[src/rtl/round_timer_ctrl.sv]
// Round timer sequencer: loads a level preset into the BCD countdown timer and paces its decrements.
// Optional low-time warning output is built when ROUND_TIMER_WARN_EN is defined.
module round_timer_ctrl #(
   parameter int unsigned TICK_DIV = 50_000_000,
   parameter logic [7:0]  PRESET0  = 8'h60,
   parameter logic [7:0]  PRESET1  = 8'h45,
   parameter logic [7:0]  PRESET2  = 8'h30,
   parameter logic [7:0]  PRESET3  = 8'h15
`ifdef ROUND_TIMER_WARN_EN
   ,
   parameter logic [7:0]  WARN_SEC = 8'h10
`endif
) (
   input  logic       clock,
   input  logic       rst,
   input  logic       start,
   input  logic [1:0] level,
   input  logic       pause,
   input  logic       abort,
   input  logic       time_stop,
   input  logic [3:0] timedig1,
   input  logic [3:0] timedig2,
   output logic       tmr_stop,
   output logic       tmr_load,
   output logic [7:0] tmr_input_num,
   output logic       tmr_decrement,
   output logic       busy,
   output logic       timeout,
   output logic       warn
);

   localparam int unsigned PW        = $clog2(TICK_DIV);
   localparam logic [PW-1:0] TICK_LAST = PW'(TICK_DIV - 1);

   typedef enum logic [2:0] {
      S_IDLE, S_LOAD, S_SETTLE, S_RUN, S_PAUSE, S_EXPIRE
   } state_e;

   state_e        state_q, state_d;
   logic [PW-1:0] presc_q, presc_d;
   logic [7:0]    num_q, num_d;
   logic          stop_q, stop_d;
   logic          load_q, load_d;
   logic          dec_q, dec_d;
   logic          busy_q, busy_d;
   logic          timeout_q, timeout_d;
   logic          expired_c;

   function automatic logic [7:0] preset_sel(input logic [1:0] lv);
      case (lv)
         2'd0:    return PRESET0;
         2'd1:    return PRESET1;
         2'd2:    return PRESET2;
         default: return PRESET3;
      endcase
   endfunction

   assign expired_c = time_stop | ((timedig2 == 4'd0) & (timedig1 == 4'd0));

   // Next state plus next values of every registered output
   always_comb begin
      state_d = state_q;
      presc_d = presc_q;
      num_d   = num_q;
      dec_d   = 1'b0;
      case (state_q)
         S_IDLE: begin
            if (start) begin
               state_d = S_LOAD;
               num_d   = preset_sel(level);
            end
         end
         S_LOAD:   state_d = S_SETTLE;
         // Timer flags are still stale here, so expiry is not looked at
         S_SETTLE: begin
            state_d = S_RUN;
            presc_d = '0;
         end
         S_RUN: begin
            if (expired_c) begin
               state_d = S_EXPIRE;
            end else if (pause) begin
               state_d = S_PAUSE;
            end else if (presc_q == TICK_LAST) begin
               presc_d = '0;
               dec_d   = 1'b1;
            end else begin
               presc_d = presc_q + PW'(1);
            end
         end
         S_PAUSE:  if (!pause) state_d = S_RUN;
         S_EXPIRE: state_d = S_IDLE;
         default:  state_d = S_IDLE;
      endcase

      if (abort && (state_q != S_IDLE)) begin
         state_d = S_IDLE;
         presc_d = presc_q;
         dec_d   = 1'b0;
      end

      stop_d    = (state_d == S_LOAD) || (state_d == S_SETTLE) ||
                  (state_d == S_RUN)  || (state_d == S_PAUSE);
      load_d    = (state_d == S_LOAD);
      busy_d    = (state_d != S_IDLE);
      timeout_d = (state_d == S_EXPIRE);
   end

   always_ff @(posedge clock) begin
      if (!rst) begin
         state_q   <= S_IDLE;
         presc_q   <= '0;
         num_q     <= 8'h00;
         stop_q    <= 1'b0;
         load_q    <= 1'b0;
         dec_q     <= 1'b0;
         busy_q    <= 1'b0;
         timeout_q <= 1'b0;
      end else begin
         state_q   <= state_d;
         presc_q   <= presc_d;
         num_q     <= num_d;
         stop_q    <= stop_d;
         load_q    <= load_d;
         dec_q     <= dec_d;
         busy_q    <= busy_d;
         timeout_q <= timeout_d;
      end
   end

   assign tmr_stop      = stop_q;
   assign tmr_load      = load_q;
   assign tmr_input_num = num_q;
   assign tmr_decrement = dec_q;
   assign busy          = busy_q;
   assign timeout       = timeout_q;

`ifdef ROUND_TIMER_WARN_EN
   // Digits are valid BCD, so a plain unsigned compare orders tens before units
   logic warn_q, warn_d;

   always_comb begin
      warn_d = ((state_d == S_RUN) || (state_d == S_PAUSE)) &&
               ({timedig2, timedig1} <= WARN_SEC);
   end

   always_ff @(posedge clock) begin
      if (!rst) warn_q <= 1'b0;
      else      warn_q <= warn_d;
   end

   assign warn = warn_q;
`else
   assign warn = 1'b0;
`endif

endmodule
[config.mk]
export PLATFORM = sky130hd
export DESIGN_NAME = round_timer_ctrl
export DESIGN_NICKNAME = d
export VERILOG_FILES = /design/src/rtl/round_timer_ctrl.sv
export SDC_FILE = /design/constraint.sdc
export NUM_CORES = 1
export LEC_CHECK = 0
export ABC_AREA = 1
export CAP_MARGIN = 40
export CORE_ASPECT_RATIO = 1.75
export CORE_UTILIZATION = 51
export DETAILED_ROUTE_END_ITERATION = 7
export PLACE_DENSITY = 0.84
export RECOVER_POWER = 100
export REMOVE_ABC_BUFFERS = 1
export SYNTH_ARGS = -nofsm -noshare
export SYNTH_HDL_FRONTEND = slang
export SYNTH_SLANG_ARGS = --single-unit
[constraint.sdc]
create_clock -name clock -period 1.5 [get_ports clock]
set_input_delay 0.3 -clock clock [delete_from_list [all_inputs] [get_ports clock]]
set_output_delay 0.3 -clock clock [all_outputs]
set_load 0.02 [all_outputs]
### Yosys cells after proc, flatten, opt, wreduce, memory -nomap -nowiden

Cells that the tools add are included.

* shift operators: 0
* reduce and logical (&&, ||, !) cells: 14
* eq/ne operators: 14
* bitwise gates (word level): 5
* $mul: 0
* divide/modulo/power cells: 0
* order comparisons: 0
* mux-type cells: 12
* $add $sub $neg: 1

Operator list (number)
* 2-to-1 mux 26 bit: 3
* case mux 26 bit (2 select lines): 1
* adder 26 x 1 -> 26 bit, second input constant: 1
* == test 26 bit, second input constant: 1
* case mux 7 bit (3 select lines): 1
* 2-to-1 mux 3 bit: 5
* case mux 3 bit (5 select lines): 1
* == test 3 x 2 -> 1 bit, second input constant: 4
* == test 3 bit, second input constant: 3
* logical NOT 4 bit: 2
* == test 3 x 1 -> 1 bit, second input constant: 2
* nonzero test 3 bit: 2
* OR reduction 5 bit: 1
* != test 2 bit, second input constant: 2
* AND reduction 4 bit: 1
* logical NOT 3 bit: 1
* logical OR 1 bit: 3
* NOT 1 bit: 3
* == test 2 x 1 -> 1 bit, second input constant: 1
* == test 2 bit, second input constant: 1
* logical NOT 2 bit: 1
* AND reduction 2 bit: 1
* nonzero test 2 bit: 1
* AND 1 bit: 1
* 3 further kinds: 3

* bits in read-only memories: 0
* logic and storage cells: 54
* bits in writable memories: 0
* output and inout port bits: 14
* input bits: 16
* memories kept: 0
* bits in latches: 0
* register bits: 42

### Logic depth before layout (Yosys ltp)

Gate-level depths: netlist (run 1).

* depth after elaboration: 10
* depth in mapped cells: 12
* depth with buffers taken out: 12

### Worst setup path after synthesis (run 1)

OpenSTA, ideal clock, no wires.

* kind: register to register
* from: reg presc_q[0]
* to: reg presc_q[22]
* data required time: 1.438 ns
* setup slack: 0.057 ns
* buffers on the path: 0
* stages on the path, launching flop included: 12
* arrival: 1.381 ns
* period minus slack after synthesis: 1.443 ns
* library setup time: 0.062 ns
* path through: dfxtp_1 ha_1 nand2_2 nor2_4 nand2_4 nor2_2 nand2_1 nor2_2 nand3_1 nand2_1 nand2_1 nor2_2

* cells in the longest elaborated chain, start to end: 5
* elaborated cells between the ends (all ways): 6
* classes of those cells: add/sub (1); eq/ne (1); mux (4)

RTL lines
* from (decl): line 40 `logic [PW-1:0] presc_q, presc_d;`
* from (signal assigned): line 121 `presc_q <= presc_d;`
* adder 26 x 1 -> 26 bit / == test 26 bit (equally long branches): line 88, 84
* 2-to-1 mux 26 bit *: line 84 `end else if (presc_q == TICK_LAST) begin`
* 2-to-1 mux 26 bit *: line 82 `end else if (pause) begin`
* 2-to-1 mux 26 bit *: line 80 `if (expired_c) begin`
* case mux 26 bit (2 select lines) *: line 66 `case (state_q)`

Every way passes the cells marked *; elsewhere a longest branch is shown, timed or not. The select of a mux whose other input is x is not followed.
A chain may end at the register's enable or synchronous reset.

### Final worst setup path (run 1)

* from: reg presc_q[0]
* to: reg presc_q[5]

Same word-level chain as after synthesis.

==> results.tsv, run 1 <==
metric	value	unit
CP startpoint kind	flip-flop	
most common cell in the netlist	nand2_1	
critical path class	flip-flop to flip-flop	
HP Class	flip-flop to flip-flop	
die height	94.5	um
max cap viols	0	
Die W	54.9	um
Worst EP required	1.69	ns
Top FF cell, synth	dfxtp_1	
Max Clock Skew	0.00945	ns
yosys warns	0	
Pleak	1.49	nW
CTS H-tree depth	2	
Reg2Reg Setup Slack	-0.02	ns
area of the core	0.00471	mm^2
Post-DP Area	0.00309	mm^2
area of the multi-input gates	0.00153	mm^2
pre-CTS setup slack	-0.345	ns
Fill cells	395	
Critical Path AT	1.72	ns
share of layout cells above drive strength 1	21.1	%
Crit Path Max Fanout	3	
Fin. Hold Viols	0	
later-pin clock latency in the skew report	0.30	ns
Port Buffers	25	
Initial Util	53.0	%
Final Wtd Congestion	0.997	
Storage cell area	772	um^2
synthesis-to-layout area growth	34.6	%
initial antenna violation count	0	
RSZ-0062 raised after global routing	yes	
top post-synthesis cells by count	nand2_1 (109), nor2_1 (74), inv_1 (49)	
via count	2831	
largest net degree at the start of global routing	19	
post-synth top area share	30.5	%
Final Cycle Share	102	%
Sink Count	38	
WL/cell	13.7	um
Antenna Nets Post-Route	0	
sequential fraction of the synthesis area	30.5	%
syn avg cell area	6.09	um^2
vias in the first global route	2826	
Total Routed Length	7220	um
cts bufs inserted	5	
failing checks	setup timing	
Cell Area, Synth	0.00250	mm^2
Diodes inserted	0	
R2R Path End	presc_q[5]	
worst r2r src	presc_q[0]	
Netlist cell types	33	
DR vias/cell	5.39	
GRT Util Overall	29.8	%
fin util	71.4	%
CP Capture Type	flip-flop	
status	finished with violations	
max-slew violation count	0	
setup slack after layout	-0.0247	ns
total power	2.26	mW
cts hold-fix bufs	0	
remaining global-route overflow	0	
First-pass DRT Iterations	4	
wire length of the first global-routing pass	11500	um
setup violators final	1	
Worst Hold End	tmr_input_num[4]	
Reg clk slew, reported paths	0.08	ns
VDD IR-drop max	0.612	mV
setup TNS	-0.0247	ns
hold path depth	2	
Max Freq	656	MHz
Root Driver	clkbuf_8	
Synth Instances	410	
EDFF count, synth	0	
DIE AREA	0.00519	mm^2
post-route cell area	0.00336	mm^2
cell taking the most area after synthesis	dfxtp_1	
DRT iter0 DRCs	115	
fraction of registers with async set/reset	0	%
Power Density	673	mW/mm^2
Yosys reg bits	38	
detailed-route DRC error count	0	
CTS tree	done	
nets@finish	490	
DP HPWL	4970	um
num rows	33	
Hold Startpoint	tmr_input_num[4]	
# IOs	30	
post-layout minimum cycle time	1.52	ns
R2R depth	11	
synth top area cells	dfxtp_1 (30%), nand2_1 (16%), nor2_1 (11%)	
Max clock buf depth	2	
layout by cell type, fill, tap and decap left out, types with 9 or more instances in the layout:
cell type        n
nand3_1         37
nand2_1        106
buf_4           35
nor3_1           9
nand4_1          9
dfxtp_1         31
a21oi_1         12
dlygate4sd2_1   15
nor2_1          71
inv_1           47
critical path, stage by stage, from the launching register on:
cell,delay (ns)
dfxtp_2,0.36
ha_4,0.15
nand2_4,0.06
nor2_4,0.15
buf_6,0.13
nand2_1,0.04
nor2_1,0.08
nand2_1,0.10
nand3_1,0.09
nor2_1,0.05
nor2_1,0.15
nor2_1,0.06
where the power goes:
group / total [mW] / leakage, nW / switching [mW] / internal [mW]
combinational: 0.503 / 1.14 / 0.274 / 0.230
sequential: 1.08 / 0.312 / 0.0351 / 1.05
clock: 0.673 / 0.0383 / 0.353 / 0.320
cells by family (layout without fill, tap and decap cells):
group | after synthesis | after routing | share of synthesized area [%]
other | 1 | 4 | 0.150
buffers and inverters | 70 | 130 | 12.4
adder cells (fa/ha/maj) | 1 | 1 | 0.501
AND/OR/NAND/NOR | 270 | 270 | 49.2
flip-flops | 38 | 38 | 30.5
AO/OA/AOI/OAI | 26 | 26 | 5.81
XOR/XNOR | 4 | 4 | 1.40
state kept, by name (all words and copies together) (netlist names):
signal,count
tmr_stop,1
timeout,1
presc_q,26
tmr_decrement,1
state_q,3
busy,1
tmr_load,1
tmr_input_num,4
worst max-delay path by stage:
stage,from,end,slack [ns]
final,presc_q[0],presc_q[5],-0.02
after CTS,presc_q[0],presc_q[18],0.001
after global placement,timedig2[0],presc_q[25],-0.28
after global routing,presc_q[3],presc_q[1],-0.1
after detailed placement,timedig2[0],presc_q[0],-0.34
after floorplan,state_q[2],presc_q[12],-0.04
layout make-up:
cell class	instances	area share, %
inverters	53	6.07
well taps	52	1.94
flip-flops and latches	38	23.0
repair buffers	70	21.1
multi-input cells	305	45.6
clock buffers	7	2.27
metrics by stage:
step                instances  hold slack, ns
finish                    525           0.461
global route              525           0.483
CTS                       525           0.461
detailed placement        514           0.453
global placement          514           0.431
floorplan                 396           0.416
per-layer routing:
layer	vias to the layer above	GRT usage, %	wire, um
met5	-	0	0
met4	0	18.4	259
met3	29	5.31	438
met2	123	53.8	3850
met1	1280	28.9	2670
li1	1399	-	-
timing repair:
action / 4_1_cts / 5_1_grt
pin swaps: 12 / 12
gates resized for setup: 25 / 29
endpoints found under the setup margin: 28 / 33
setup buffers: 2 / 0
gates cloned: 2 / 0
(Power assumes the default switching activity.)
==> run 2: changes to the inputs <==
- HOLD_SLACK_MARGIN: default -> 0.02
==> results of run 2 <==
The final DEF is identical to that of run 1; final timing and power are the same.
